File: src/rtl/vel_sweep_sched_if.sv
// Handshake bundle between the frame controller, the sweep sequencer and the
// per-cell solve/write datapath. The sequencer takes the slave side.
interface vel_sweep_sched_if #(
    parameter int ITER_W = 8
);
    logic              start;
    logic [ITER_W-1:0] iters;
    logic              busy;
    logic              done;
    logic [31:0]       field_x;
    logic [31:0]       field_y;
    logic              color;
    logic [ITER_W-1:0] iter_idx;
    logic              solve_start;
    logic              solve_done;
    logic              write_start;
    logic              write_done;

    modport slave (
        input  start, iters, solve_done, write_done,
        output busy, done, field_x, field_y, color, iter_idx,
               solve_start, write_start
    );

    modport master (
        output start, iters, solve_done, write_done,
        input  busy, done, field_x, field_y, color, iter_idx,
               solve_start, write_start
    );
endinterface

File: src/rtl/vel_sweep_sched.sv
// Red-black velocity sweep sequencer: walks every cell in checkerboard order,
// handshakes each cell with the solver then the writer, and repeats for iters passes.
module vel_sweep_sched #(
    parameter int FIELD_WIDTH  = 8,
    parameter int FIELD_HEIGHT = 6,
    parameter int ITER_W       = 8
) (
    input  logic             clk,
    input  logic             rst,
    vel_sweep_sched_if.slave sif
);
    localparam int XW = $clog2(FIELD_WIDTH + 1);
    localparam int YW = $clog2(FIELD_HEIGHT + 1);

    generate
        if (FIELD_WIDTH < 2) begin : g_bad_width
            $error("FIELD_WIDTH must be at least 2");
        end
        if (FIELD_HEIGHT < 1) begin : g_bad_height
            $error("FIELD_HEIGHT must be at least 1");
        end
    endgenerate

    typedef enum logic [2:0] {
        S_IDLE,
        S_SOLVE_REQ,
        S_SOLVE_WAIT,
        S_WRITE_REQ,
        S_WRITE_WAIT,
        S_ADVANCE,
        S_FINISH
    } state_t;

    state_t            r_state;
    logic [XW-1:0]     r_x;
    logic [YW-1:0]     r_y;
    logic              r_color;
    logic [ITER_W-1:0] r_iter;
    logic [ITER_W-1:0] r_iters;
    logic              r_busy;
    logic              r_done;
    logic              r_solve_start;
    logic              r_write_start;

    logic [XW:0]       w_x_step;
    logic [YW:0]       w_y_step;
    logic              w_row_wrap;
    logic              w_col_wrap;
    logic [ITER_W-1:0] w_iter_inc;
    logic              w_pass_end;
    logic [XW-1:0]     w_x_next;
    logic [YW-1:0]     w_y_next;

    // Next-cell walk: step by two along a row; a new row restarts on the
    // first column of the current parity; the last row flips colour.
    assign w_x_step   = {1'b0, r_x} + (XW+1)'(2);
    assign w_row_wrap = (w_x_step >= (XW+1)'(FIELD_WIDTH));
    assign w_y_step   = {1'b0, r_y} + (YW+1)'(1);
    assign w_col_wrap = w_row_wrap && (w_y_step == (YW+1)'(FIELD_HEIGHT));
    assign w_iter_inc = r_iter + ITER_W'(1);
    assign w_pass_end = w_col_wrap && r_color && (w_iter_inc == r_iters);

    assign w_x_next = !w_row_wrap ? w_x_step[XW-1:0] :
                      !w_col_wrap ? XW'(w_y_step[0] ^ r_color) :
                                    XW'(!r_color);
    assign w_y_next = !w_row_wrap ? r_y :
                      !w_col_wrap ? w_y_step[YW-1:0] :
                                    '0;

    always_ff @(posedge clk) begin
        if (rst) begin
            r_state       <= S_IDLE;
            r_x           <= '0;
            r_y           <= '0;
            r_color       <= 1'b0;
            r_iter        <= '0;
            r_iters       <= '0;
            r_busy        <= 1'b0;
            r_done        <= 1'b0;
            r_solve_start <= 1'b0;
            r_write_start <= 1'b0;
        end else begin
            r_solve_start <= 1'b0;
            r_write_start <= 1'b0;
            r_done        <= 1'b0;
            case (r_state)
                S_IDLE: begin
                    if (sif.start) begin
                        r_iters <= sif.iters;
                        r_iter  <= '0;
                        r_color <= 1'b0;
                        r_x     <= '0;
                        r_y     <= '0;
                        r_busy  <= 1'b1;
                        if (sif.iters == '0) begin
                            r_state <= S_FINISH;
                            r_done  <= 1'b1;
                        end else begin
                            r_state       <= S_SOLVE_REQ;
                            r_solve_start <= 1'b1;
                        end
                    end
                end
                S_SOLVE_REQ: begin
                    r_state <= S_SOLVE_WAIT;
                end
                S_SOLVE_WAIT: begin
                    if (sif.solve_done) begin
                        r_state       <= S_WRITE_REQ;
                        r_write_start <= 1'b1;
                    end
                end
                S_WRITE_REQ: begin
                    r_state <= S_WRITE_WAIT;
                end
                S_WRITE_WAIT: begin
                    if (sif.write_done) begin
                        r_state <= S_ADVANCE;
                    end
                end
                S_ADVANCE: begin
                    r_x <= w_x_next;
                    r_y <= w_y_next;
                    if (w_col_wrap) begin
                        r_color <= !r_color;
                        if (r_color) begin
                            r_iter <= w_iter_inc;
                        end
                    end
                    if (w_pass_end) begin
                        r_state <= S_FINISH;
                        r_done  <= 1'b1;
                    end else begin
                        r_state       <= S_SOLVE_REQ;
                        r_solve_start <= 1'b1;
                    end
                end
                S_FINISH: begin
                    r_state <= S_IDLE;
                    r_busy  <= 1'b0;
                end
                default: begin
                    r_state <= S_IDLE;
                    r_busy  <= 1'b0;
                end
            endcase
        end
    end

    assign sif.busy        = r_busy;
    assign sif.done        = r_done;
    assign sif.solve_start = r_solve_start;
    assign sif.write_start = r_write_start;
    assign sif.field_x     = 32'(r_x);
    assign sif.field_y     = 32'(r_y);
    assign sif.color       = r_color;
    assign sif.iter_idx    = r_iter;
endmodule

File: src/flat_wrapper.sv
// flat-port wrapper written by rule: the top's interface ports become plain ports
module vel_sweep_sched_flat 
#(
    parameter int FIELD_WIDTH  = 8,
    parameter int FIELD_HEIGHT = 6,
    parameter int ITER_W       = 8
)
  (clk, rst, sif_start, sif_iters, sif_solve_done, sif_write_done, sif_busy, sif_done, sif_field_x, sif_field_y, sif_color, sif_iter_idx, sif_solve_start, sif_write_start);
  vel_sweep_sched_if #(.ITER_W(ITER_W)) sif_i ();
  input  logic clk;
  input  logic rst;
  input wire logic [$bits(sif_i.start)-1:0] sif_start;
  input wire logic [$bits(sif_i.iters)-1:0] sif_iters;
  input wire logic [$bits(sif_i.solve_done)-1:0] sif_solve_done;
  input wire logic [$bits(sif_i.write_done)-1:0] sif_write_done;
  output wire logic [$bits(sif_i.busy)-1:0] sif_busy;
  output wire logic [$bits(sif_i.done)-1:0] sif_done;
  output wire logic [$bits(sif_i.field_x)-1:0] sif_field_x;
  output wire logic [$bits(sif_i.field_y)-1:0] sif_field_y;
  output wire logic [$bits(sif_i.color)-1:0] sif_color;
  output wire logic [$bits(sif_i.iter_idx)-1:0] sif_iter_idx;
  output wire logic [$bits(sif_i.solve_start)-1:0] sif_solve_start;
  output wire logic [$bits(sif_i.write_start)-1:0] sif_write_start;
  assign sif_i.start = sif_start;
  assign sif_i.iters = sif_iters;
  assign sif_i.solve_done = sif_solve_done;
  assign sif_i.write_done = sif_write_done;
  assign sif_busy = sif_i.busy;
  assign sif_done = sif_i.done;
  assign sif_field_x = sif_i.field_x;
  assign sif_field_y = sif_i.field_y;
  assign sif_color = sif_i.color;
  assign sif_iter_idx = sif_i.iter_idx;
  assign sif_solve_start = sif_i.solve_start;
  assign sif_write_start = sif_i.write_start;
  vel_sweep_sched #(.FIELD_WIDTH(FIELD_WIDTH), .FIELD_HEIGHT(FIELD_HEIGHT), .ITER_W(ITER_W)) u_core (.clk(clk), .rst(rst), .sif(sif_i));
endmodule
File: config.mk
export PLATFORM = sky130hd
export DESIGN_NAME = vel_sweep_sched_flat
export DESIGN_NICKNAME = d
export VERILOG_FILES = /design/src/rtl/vel_sweep_sched_if.sv /design/src/rtl/vel_sweep_sched.sv /design/src/flat_wrapper.sv
export SDC_FILE = /design/constraint.sdc
export NUM_CORES = 1
export LEC_CHECK = 0
export ABC_AREA = 1
export CAP_MARGIN = 5
export CORE_AREA = 2 2 78 80
export DETAILED_ROUTE_END_ITERATION = 10
export DIE_AREA = 0 0 80 82
export PLACE_DENSITY = 0.72
export SYNTH_ARGS = -nofsm -noshare
export SYNTH_HDL_FRONTEND = slang
export SYNTH_SLANG_ARGS = --single-unit
File: constraint.sdc
create_clock -name clk -period 1.8 [get_ports clk]
set_clock_uncertainty 0.15 [all_clocks]
set_input_delay 0.27 -clock clk [delete_from_list [all_inputs] [get_ports clk]]
set_output_delay 0.27 -clock clk [all_outputs]
set_load 0.02 [all_outputs]
# ---- After elaboration in Yosys (flattened, before gate mapping)
# Index checks and enable logic that the tools add are counted.
dict set report op_classes {
  n_addsub 3
  n_mul 0
  div_mod_pow 0
  magnitude_cmp 1
  n_eq_ne 13
  shifts 0
  n_mux 32
  bitwise_logic 3
  reduce_logical 16
}
# operator n
set ops {}
lappend ops {{2-to-1 mux 3 bit} 8}
lappend ops {{2-to-1 mux 8 bit} 3}
lappend ops {{one-hot mux 3 bit (6 select lines)} 1}
lappend ops {{one-hot mux 8 bit (2 select lines)} 1}
lappend ops {{2-to-1 mux 4 bit} 3}
lappend ops {{2-to-1 mux 1 bit} 10}
lappend ops {{AND reduction 3 bit} 3}
lappend ops {{adder 8 x 1 -> 8 bit, second input constant} 1}
lappend ops {{equality test 8 bit} 1}
lappend ops {{zero test 8 bit} 1}
lappend ops {{one-hot mux 1 bit (2 select lines)} 4}
lappend ops {{one-hot mux 4 bit (2 select lines)} 1}
lappend ops {{equality test 3 x 2 -> 1 bit, second input constant} 2}
lappend ops {{equality test 3 bit, second input constant} 2}
lappend ops {{!= test 2 x 1 -> 1 bit, second input constant} 3}
lappend ops {{!= test 2 bit, second input constant} 3}
lappend ops {{one-hot mux 3 bit (2 select lines)} 1}
lappend ops {{AND reduction 2 bit} 3}
lappend ops {{adder 4 x 2 -> 5 bit, second input constant} 1}
lappend ops {{greater-or-equal comparator 5 x 4 -> 1 bit, second input constant} 1}
lappend ops {{OR reduction 5 bit} 1}
lappend ops {{adder 3 x 1 -> 4 bit, second input constant} 1}
lappend ops {{equality test 4 x 3 -> 1 bit, second input constant} 1}
lappend ops {{AND reduction 4 bit} 1}
lappend ops {{8 further kinds} 11}
dict set report word_totals {
  regBits 31
  latchBits 0
  mem_bits_rw 0
  romBits 0
  in_bits 13
  output_inout_bits 77
  elab_cells 78
  memories 0
}

# ---- Logic depth before layout (Yosys ltp)
# Gate-level depths: netlist of run 1.
dict set report depth {
  ltp_word 7
  mapped_depth 15
  ltp_nobuf 15
}

# ---- Worst setup path after synthesis of run 1
# OpenSTA, ideal clock, no wires.
dict set report synth_path {
  kind {reg-to-reg}
  startpoint {register u_core.r_iter[1], in the netlist u_core.sif.iter_idx[1]}
  endpoint {register u_core.r_state[0]}
  setup_ns 0.129
  arrival_time_ns 1.613
  path_slack_ns -0.092
  path_stages_with_launch 13
  n_path_buf 0
  period_less_slack_ns 1.892
  path_cell_list {dfxtp_1 -> ha_1 -> nand2_1 -> nor2_1 -> nand3_1 -> nand3_1 -> nand3_1 -> nor2_2 -> nand2_1 -> nand2_1 -> nand2_1 -> nand2_1 -> nor2_1}
}
dict set report synth_via {
  elab_chain_cells 5
}
# element line_no
set synth_rtl {}
lappend synth_rtl {{start, declared} vel_sweep_sched.sv:38} ;# logic [ITER_W-1:0] r_iter;
lappend synth_rtl {{start signal, assigned} vel_sweep_sched.sv:127} ;# r_iter <= w_iter_inc;
lappend synth_rtl {{adder 8 x 1 -> 8 bit} vel_sweep_sched.sv:60} ;# assign w_iter_inc = r_iter + ITER_W'(1);
lappend synth_rtl {{equality test 8 bit} vel_sweep_sched.sv:61} ;# assign w_pass_end = w_col_wrap && r_color && (w_iter_inc == r_iters);
lappend synth_rtl {{logical AND 1 bit} vel_sweep_sched.sv:61}
lappend synth_rtl {{2-to-1 mux 3 bit} vel_sweep_sched.sv:130} ;# if (w_pass_end) begin
lappend synth_rtl {{one-hot mux 3 bit (6 select lines)} vel_sweep_sched.sv:86} ;# case (r_state)
lappend synth_rtl {{end signal, assigned} vel_sweep_sched.sv:131} ;# r_state <= S_FINISH;
lappend synth_rtl {{end signal, assigned} vel_sweep_sched.sv:134} ;# r_state <= S_SOLVE_REQ;
lappend synth_rtl {{end signal, assigned} vel_sweep_sched.sv:139} ;# r_state <= S_IDLE;
lappend synth_rtl {{end, declared} vel_sweep_sched.sv:34} ;# state_t r_state;
# Every way passes these cells.
# A chain may end at the register's enable or synchronous reset.

# ---- Worst setup path after layout of run 1
# Same ends and word-level chain as after synthesis.

==> flow_summary.rst, run 1 <==
.. list-table::
   :header-rows: 1

   * - Metric
     - Value
   * - Setup slack on the worst flop-to-flop path
     - 0.02 ns
   * - DIE HEIGHT
     - 82 um
   * - Global route overflow
     - 0
   * - Post-synth EDFFs
     - 0
   * - Cell area after placement
     - 0.00253 mm^2
   * - Data arrival time of the critical path
     - 1.81 ns
   * - Static leakage
     - 1.33 nW
   * - Part of the power in the clock network
     - 25.7%
   * - Final Critical Period
     - 1.78 ns
   * - Average cell area after synthesis
     - 6.80 um^2
   * - Clock-pin slew on the worst setup and hold paths
     - 0.07 ns
   * - XOR/XNOR Fraction of Synth Area
     - 0.403%
   * - Largest voltage drop on the vdd net
     - between 400 and 500 uV
   * - Number of placed I/O pins
     - 90
   * - Number of antenna violations at the first check in global routing
     - 0
   * - Kind of launch point of the worst setup path
     - register
   * - Setup crit end kind
     - register
   * - Primary FF master, synth
     - sky130_fd_sc_hd__dfxtp_1
   * - Ant diodes
     - 0
   * - Placed insts
     - 442
   * - Via count of the first global-routing pass
     - 1,789
   * - Number of cells on the worst reg-to-reg path
     - 14
   * - DRC Markers
     - 0
   * - Crit Path Class
     - reg -> reg
   * - Largest cells by area after synthesis
     - sky130_fd_sc_hd__dfxtp_1, sky130_fd_sc_hd__buf_4, sky130_fd_sc_hd__nand2_1
   * - CORE AREA
     - roughly 0.0057 mm^2
   * - Wire length reported by the detailed router
     - 5020 um
   * - Number of standard cells after synthesis
     - 320
   * - Synth Area in Adders
     - 2.30%
   * - Worst flop-to-flop path endpoint
     - u_core.r_state[0]$_SDFFE_PP0P_
   * - Final Core Density
     - 49.0%
   * - Share of power burned in registers
     - 35.2%
   * - Multiplexer share of the synthesized area
     - 0%
   * - Port Buffer Count
     - 32
   * - R2r startpoint
     - u_core.sif.iter_idx[1]$_SDFFE_PP0P_
   * - Die width
     - 80 um
   * - Min-delay src
     - u_core.r_x[0]$_SDFFE_PP0P_
   * - Initial core utilization
     - a little under two fifths
   * - Vias after detailed routing
     - 2,041
   * - Total number of placement rows
     - 28
   * - Share of the synthesized area in compound gates (AO/OA/AOI/OAI)
     - 11.6%
   * - Summed area of non-filler cells in the final layout
     - about 0.0028 mm^2
   * - Cell internal pwr
     - roughly 0.0015 W
   * - CTS tree
     - yes
   * - Final Slew Violations
     - 0
   * - Cell area after synthesis
     - around 0.0022 mm^2
   * - Max-cap violation count
     - 0
   * - Antenna-violating nets left
     - 0
   * - PD cells
     - ~850 mW/mm^2
   * - Hold Path Depth
     - 2
   * - Required time of the critical path
     - 1.82 ns
   * - Vias per cell
     - 4.49
   * - Crit share post-route
     - 99.0%
   * - Post-synthesis simple-gate area fraction
     - 30.9%
   * - Clock sink count
     - 31
   * - H-tree level count
     - 2
   * - Share of cells above drive strength 1
     - 23.2%
   * - Number of standard cells in the final layout excluding fillers
     - 455
   * - Cell accounting for the most synthesized area
     - sky130_fd_sc_hd__dfxtp_1
   * - Outcome
     - complete, no violations
   * - Power spent charging and discharging nets
     - 0.000927 W
   * - Number of distinct library cells after synthesis
     - 28
   * - Type of the most critical hold path
     - reg -> reg
   * - Total GRT Usage
     - 14.9%
   * - Number of warnings issued by yosys
     - 0
   * - Async set or reset register ratio after synthesis
     - 0%
   * - Post-layout total power
     - 0.00240 W
   * - Unrepaired setup endpoints after global routing
     - true
   * - Largest net degree at the start of global routing
     - 19
   * - Total negative slack
     - 0 ns
   * - Starting DRT DRC Count
     - approximately 120
   * - Final number of setup-violating endpoints
     - 0
   * - P&R area growth vs syn
     - 29.3%
   * - Combinational power share
     - 39.1%
   * - Final weighted congestion of routability-driven global placement
     - between 0.8 and 0.9
   * - Seq cells post-synth
     - 31
   * - WHS Endpoint
     - u_core.r_x[0]$_SDFFE_PP0P_
   * - Area share of the largest cell type after synthesis
     - 28.5%
   * - Maximum clock frequency
     - 561 MHz
   * - Max Buffers Root-to-Sink
     - 2
   * - Switching share of power
     - between 30% and 40%
   * - Number of clock buffers inserted by TritonCTS
     - 5
   * - Clock tree root buffer cell
     - sky130_fd_sc_hd__clkbuf_8
   * - Combinational family with the most area after synthesis
     - simple AND/OR/NAND/NOR gates
   * - Detailed-placement wirelength estimate
     - about 3600 um
   * - Critical-path maximum fanout
     - 6
   * - Area of the die
     - 0.00656 mm^2
   * - Routed wirelength normalized by instance count
     - between 10 and 15 um
   * - Final-report hold violation count
     - 0
   * - Clock insertion delay at the later pin of the skew report
     - between 0.2 and 0.3 ns
   * - Post-synthesis sequential area ratio
     - 28.5%
   * - Count of TritonRoute iterations in the first routing pass
     - 4
   * - First-pass GRT wire length
     - roughly 7600 um
   * - Net count, final
     - 396
==> timing repair <==
action	CTS	global route
pin swaps	2	12
gates resized for setup	8	38
buffers inserted	1	4
hold buffers	0	0
endpoints found under the setup margin	10	20
gates cloned	0	0
==> registers in the layout, indices dropped and copies added, names as in the netlist <==
signal and cells:
u_core.r_iters 8, u_core.sif.write_start 1, u_core.sif.done 1, u_core.sif.color 1
u_core.r_state 3, u_core.sif.busy 1, u_core.sif.solve_start 1, u_core.sif.iter_idx 8
u_core.r_y 3, u_core.r_x 4
==> cell usage in the layout (no fill, tap or decap) <==
master                            instances
sky130_fd_sc_hd__clkbuf_1                 1
sky130_fd_sc_hd__a21oi_1                 20
sky130_fd_sc_hd__a21oi_2                  6
sky130_fd_sc_hd__dfxtp_4                  2
sky130_fd_sc_hd__nor2_1                  22
sky130_fd_sc_hd__dlymetal6s2s_1           5
sky130_fd_sc_hd__clkdlybuf4s50_1         25
sky130_fd_sc_hd__nor2_4                   5
sky130_fd_sc_hd__inv_1                   27
sky130_fd_sc_hd__nand3_1                 23
sky130_fd_sc_hd__nand2_1                 56
sky130_fd_sc_hd__inv_4                    1
sky130_fd_sc_hd__a2bb2oi_1                2
sky130_fd_sc_hd__a22oi_1                  1
sky130_fd_sc_hd__nand3b_1                 1
sky130_fd_sc_hd__xnor2_2                  1
sky130_fd_sc_hd__dlygate4sd2_1            2
sky130_fd_sc_hd__buf_12                   1
sky130_fd_sc_hd__o21ai_0                 12
sky130_fd_sc_hd__nor3_1                   6
sky130_fd_sc_hd__conb_1                  57
sky130_fd_sc_hd__dfxtp_1                 24
sky130_fd_sc_hd__a211oi_1                 2
sky130_fd_sc_hd__nand3_2                  5
sky130_fd_sc_hd__nand4_1                  3
sky130_fd_sc_hd__nand2_2                 11
sky130_fd_sc_hd__clkbuf_8                 7
sky130_fd_sc_hd__nor2_2                   6
sky130_fd_sc_hd__nor4_1                   1
sky130_fd_sc_hd__o21ai_1                  1
sky130_fd_sc_hd__ha_2                     1
sky130_fd_sc_hd__ha_4                     2
sky130_fd_sc_hd__nor2_8                   1
sky130_fd_sc_hd__buf_4                   22
sky130_fd_sc_hd__inv_2                    5
sky130_fd_sc_hd__dfxtp_2                  5
sky130_fd_sc_hd__ha_1                     1
sky130_fd_sc_hd__nand2_4                  3
sky130_fd_sc_hd__o21ai_2                  2
sky130_fd_sc_hd__buf_6                    2
==> worst max path at each step <==
| stage | from | end | slack (ns) | cells past startpoint |
|---|---|---|---|---|
| 2_1_floorplan | u_core.r_y[1]$_SDFFE_PP0P_ | u_core.r_state[0]$_SDFFE_PP0P_ | 0.002 | 12 |
| 3_3_place_gp | sif_iters[2] | u_core.r_state[1]$_SDFFE_PP0P_ | -0.08 | 9 |
| 3_5_place_dp | sif_iters[2] | u_core.r_state[2]$_SDFFE_PP0P_ | -0.14 | 9 |
| 4_1_cts | u_core.r_y[0]$_SDFFE_PP0P_ | u_core.sif.iter_idx[5]$_SDFFE_PP0P_ | -0.02 | 8 |
| 5_1_grt | u_core.r_y[0]$_SDFFE_PP0P_ | u_core.sif.iter_idx[4]$_SDFFE_PP0P_ | -0.10 | 10 |
| 6_report | u_core.sif.iter_idx[1]$_SDFFE_PP0P_ | u_core.r_state[0]$_SDFFE_PP0P_ | 0.02 | 14 |
==> cell usage after synthesis (all sizes together) (2+ instances only) <==
cell,count
nor2,34
nor3,6
nand3,28
dfxtp,31
a2bb2oi,2
clkbuf,3
nand4,3
ha,4
a21oi,26
a211oi,2
buf,58
o21ai,15
nand2,70
inv,33
==> power groups by stage <==
stage,sequential [W],combinational (W),clock [W]
detailed placement,0.000850,0.000904,0
CTS,0.000840,0.000909,0.000635
finish,0.000844,0.000937,0.000616
global route,0.000853,0.00104,0.000662
global placement,0.000849,0.000895,0
floorplan,0.000862,0.000693,0
==> layer usage <==
layer  track usage [%]  up-vias  share of wire, %
li1                  -     1034                 -
met1              18.2      914                42
met2              25.0       81                49
met3              3.63       12               7.2
met4              6.44        0               1.9
met5                 0        -                 0
==> final cells by class <==
| class | instances | area (um^2) |
|---|---|---|
| fill | 590 | 2930 |
| multi-input combinational | 251 | 1320 |
| sequential | 31 | 634 |
| timing repair buffer | 57 | 538 |
| inverter | 33 | 126 |
| clock buffer | 8 | 100 |
| tap | 75 | 93.8 |
==> critical path: stages (launching register included) <==
cell	delay [ns]
sky130_fd_sc_hd__dfxtp_2	0.35
sky130_fd_sc_hd__buf_6	0.12
sky130_fd_sc_hd__nand2_4	0.05
sky130_fd_sc_hd__nor2_4	0.19
sky130_fd_sc_hd__nand2_1	0.11
sky130_fd_sc_hd__nand3_2	0.08
sky130_fd_sc_hd__nand2_2	0.06
sky130_fd_sc_hd__nor2_2	0.07
sky130_fd_sc_hd__nand2_1	0.06
sky130_fd_sc_hd__nor2_2	0.14
sky130_fd_sc_hd__nand2_1	0.07
sky130_fd_sc_hd__nand2_1	0.07
sky130_fd_sc_hd__nand2_1	0.05
sky130_fd_sc_hd__nand2_1	0.06
sky130_fd_sc_hd__nor2_1	0.04
==> per-stage QoR <==
step	hold slack, ns	setup WS, ns
3_5_place_dp	0.307	-0.144
6_report	0.320	0.0186
5_1_grt	0.351	-0.105
3_3_place_gp	0.307	-0.0771
4_1_cts	0.322	-0.0155
2_1_floorplan	0.241	0.00170
==> cell families after synthesis <==
logic type / Yosys count
fa+ha+maj: 4
simple gates: 143
flops: 31
xor+xnor: 1
other cells: 1
compound gates: 46
buf+inv: 94
Power figures use the tool's default switching activity.
==> inputs of run 2 (changes only) <==
Settings changed: SKIP_CTS_REPAIR_TIMING set to 1, SLEW_MARGIN set to 20.
==> flow_summary.rst, run 2 (synthesis results as in run 1) <==
.. list-table::
   :header-rows: 1

   * - Metric
     - Value
   * - Final Slew Violations
     - 0 (unchanged)
   * - Die width
     - 80 um (unchanged)
   * - Number of antenna violations at the first check in global routing
     - 0 (unchanged)
   * - Clock tree root buffer cell
     - sky130_fd_sc_hd__clkbuf_8
   * - CP max stage delay
     - 0.36 ns (about the same)
   * - PD cells
     - 853 mW/mm^2 (about the same)
   * - Vias per cell
     - 4.47 (-0.34%)
   * - Final Critical Period
     - 1.80 ns (+0.0169 ns)
   * - Area of the die
     - 0.00656 mm^2 (unchanged)
   * - Initial core utilization
     - 37.9% (unchanged)
   * - Crit Path Class
     - reg -> reg
   * - Number of cells on the worst reg-to-reg path
     - 9 (-5)
   * - Total GRT Usage
     - 14.9% (unchanged)
   * - Net count, final
     - 396 (unchanged)
   * - Antenna-violating nets left
     - 0 (unchanged)
   * - Count of TritonRoute iterations in the first routing pass
     - 4 (unchanged)
   * - CTS tree
     - yes
   * - Wire length reported by the detailed router
     - 4880 um (-2.9%)
   * - H-tree level count
     - 2 (unchanged)
   * - Clock sink count
     - 31 (unchanged)
   * - Via count of the first global-routing pass
     - 1,789 (unchanged)
   * - Total number of placement rows
     - 28 (unchanged)
   * - DRC Markers
     - 0 (unchanged)
   * - Clock-pin slew on the worst setup and hold paths
     - 0.07 ns (about the same)
   * - Unrepaired setup endpoints after global routing
     - true
   * - Min-delay src
     - u_core.r_x[0]$_SDFFE_PP0P_
   * - Cells traversed along the worst timing path
     - ha_4 -> xnor2_4 -> nor2_2 -> nand3b_1 -> o21ai_2 -> nand2_2 -> clkinv_4 -> nand3_2 -> a21oi_2
   * - Outcome
     - complete, no violations
   * - Hold Path Depth
     - 2 (unchanged)
   * - Setup slack on the worst flop-to-flop path
     - 0.002 ns (-0.02 ns)
   * - Highest-count cells in the layout ignoring fill and taps
     - sky130_fd_sc_hd__conb_1, sky130_fd_sc_hd__nand2_1, sky130_fd_sc_hd__inv_1, sky130_fd_sc_hd__clkdlybuf4s50_1
   * - WHS Endpoint
     - u_core.r_x[0]$_SDFFE_PP0P_
   * - Ant diodes
     - 0 (unchanged)
   * - Final-report hold violation count
     - 0 (unchanged)
   * - Starting DRT DRC Count
     - 124 (+6.0%)
   * - Critical-path cell with the highest stage delay
     - sky130_fd_sc_hd__dfxtp_4
   * - Detailed-placement wirelength estimate
     - 3620 um (unchanged)
   * - Final number of setup-violating endpoints
     - 0 (unchanged)
   * - Worst flop-to-flop path endpoint
     - u_core.sif.iter_idx[7]$_SDFFE_PP0P_
   * - Largest voltage drop on the vdd net
     - 405 uV (-0.30%)
   * - Max Buffers Root-to-Sink
     - 2 (unchanged)
   * - P&R area growth vs syn
     - 29.2% (about the same)
   * - Maximum clock frequency
     - 556 MHz (-0.94%)
   * - Filler instances
     - 594 (+0.68%)
   * - Final weighted congestion of routability-driven global placement
     - 0.860 (unchanged)
   * - Kind of launch point of the worst setup path
     - register
   * - Static leakage
     - 1.33 nW (-0.53%)
   * - Leading cell type in the layout, fill and taps excluded
     - sky130_fd_sc_hd__conb_1
   * - Number of clock buffers inserted by TritonCTS
     - 5 (unchanged)
   * - Clock insertion delay at the later pin of the skew report
     - 0.29 ns (about the same)
   * - Share of cells above drive strength 1
     - 23.7% (+0.53 points)
   * - Vias after detailed routing
     - 2,034 (-0.34%)
   * - Beginning of the critical path
     - u_core.r_y[1]$_SDFFE_PP0P_
   * - Placed insts
     - 442 (unchanged)
   * - CORE AREA
     - 0.00575 mm^2 (unchanged)
   * - Global route overflow
     - 0 (unchanged)
   * - Routed wirelength normalized by instance count
     - 10.7 um (-2.9%)
   * - Largest net degree at the start of global routing
     - 19 (unchanged)
   * - Port Buffer Count
     - 32 (unchanged)
   * - Post-layout total power
     - 0.00240 W (about the same)
   * - Critical-path maximum fanout
     - 7 (+1)
   * - First-pass GRT wire length
     - 7630 um (unchanged)
   * - R2r startpoint
     - u_core.r_y[1]$_SDFFE_PP0P_
   * - Required time of the critical path
     - 1.87 ns (+0.05 ns)
   * - Max-cap violation count
     - 0 (unchanged)
   * - Crit share post-route
     - 99.9% (+0.94 points)
   * - Data arrival time of the critical path
     - 1.87 ns (+0.06 ns)
   * - Type of the most critical hold path
     - reg -> reg
   * - Setup crit end kind
     - register
   * - Number of placed I/O pins
     - 90 (unchanged)
   * - Number of standard cells in the final layout excluding fillers
     - 455 (unchanged)
   * - DIE HEIGHT
     - 82 um (unchanged)
==> run 2: worst max path at each step <==
stage / endpoint / slack (ns) / cells after the start
floorplan: u_core.r_state[0]$_SDFFE_PP0P_ / 0.002 / 12
global placement: u_core.r_state[1]$_SDFFE_PP0P_ / -0.08 / 9
detailed placement: u_core.r_state[2]$_SDFFE_PP0P_ / -0.14 / 9
CTS: u_core.r_state[2]$_SDFFE_PP0P_ / -0.1 / 11
global route: u_core.sif.iter_idx[7]$_SDFFE_PP0P_ / -0.12 / 9
finish: u_core.sif.iter_idx[7]$_SDFFE_PP0P_ / 0.002 / 9
==> run 2: power breakdown <==
group	switching (W)	internal [W]
Clock	0.000269	0.000349
Sequential	0.0000618	0.000780
Combinational	0.000595	0.000343
Total	0.000926	0.00147
==> run 2: critical path, delay by kind of cell (launching register included) <==
kind / cells / cell delay (ns)
AO/OA/AOI/OAI: 2 / 0.37
XOR/XNOR: 1 / 0.12
adder cells (fa/ha/maj): 1 / 0.17
buffers and inverters: 1 / 0.10
flip-flops: 1 / 0.36
AND/OR/NAND/NOR: 4 / 0.46
==> run 2: per-stage QoR <==
step                      util (%)  cell area (um^2)  hold WS, ns  setup TNS (ns)  setup slack [ns]
after detailed placement      44.0              2530        0.307          -0.472            -0.144
after global placement        44.0              2530        0.307          -0.225           -0.0771
after global routing          48.9              2810        0.351           -1.08            -0.116
after floorplan                  -              2400        0.241               0           0.00170
final                         48.9              2810        0.319               0           0.00169
after CTS                     45.8              2630        0.322          -0.514           -0.0951
==> run 2: layer usage <==
metal	wire, um	track usage (%)	up-vias
li1	-	-	1033
met4	84	6.78	0
met5	0	0	-
met3	374	3.52	10
met1	2050	18.4	909
met2	2370	24.7	82
==> run 2: cell type report <==
cell class / count / area [um^2] / share of cell area [%]
multi-input combinational: 251 / 1320 / 46.9
sequential: 31 / 632 / 22.5
timing repair buffer: 57 / 539 / 19.2
inverter: 33 / 129 / 4.58
clock buffer: 8 / 100 / 3.56
tap: 75 / 93.8 / 3.34
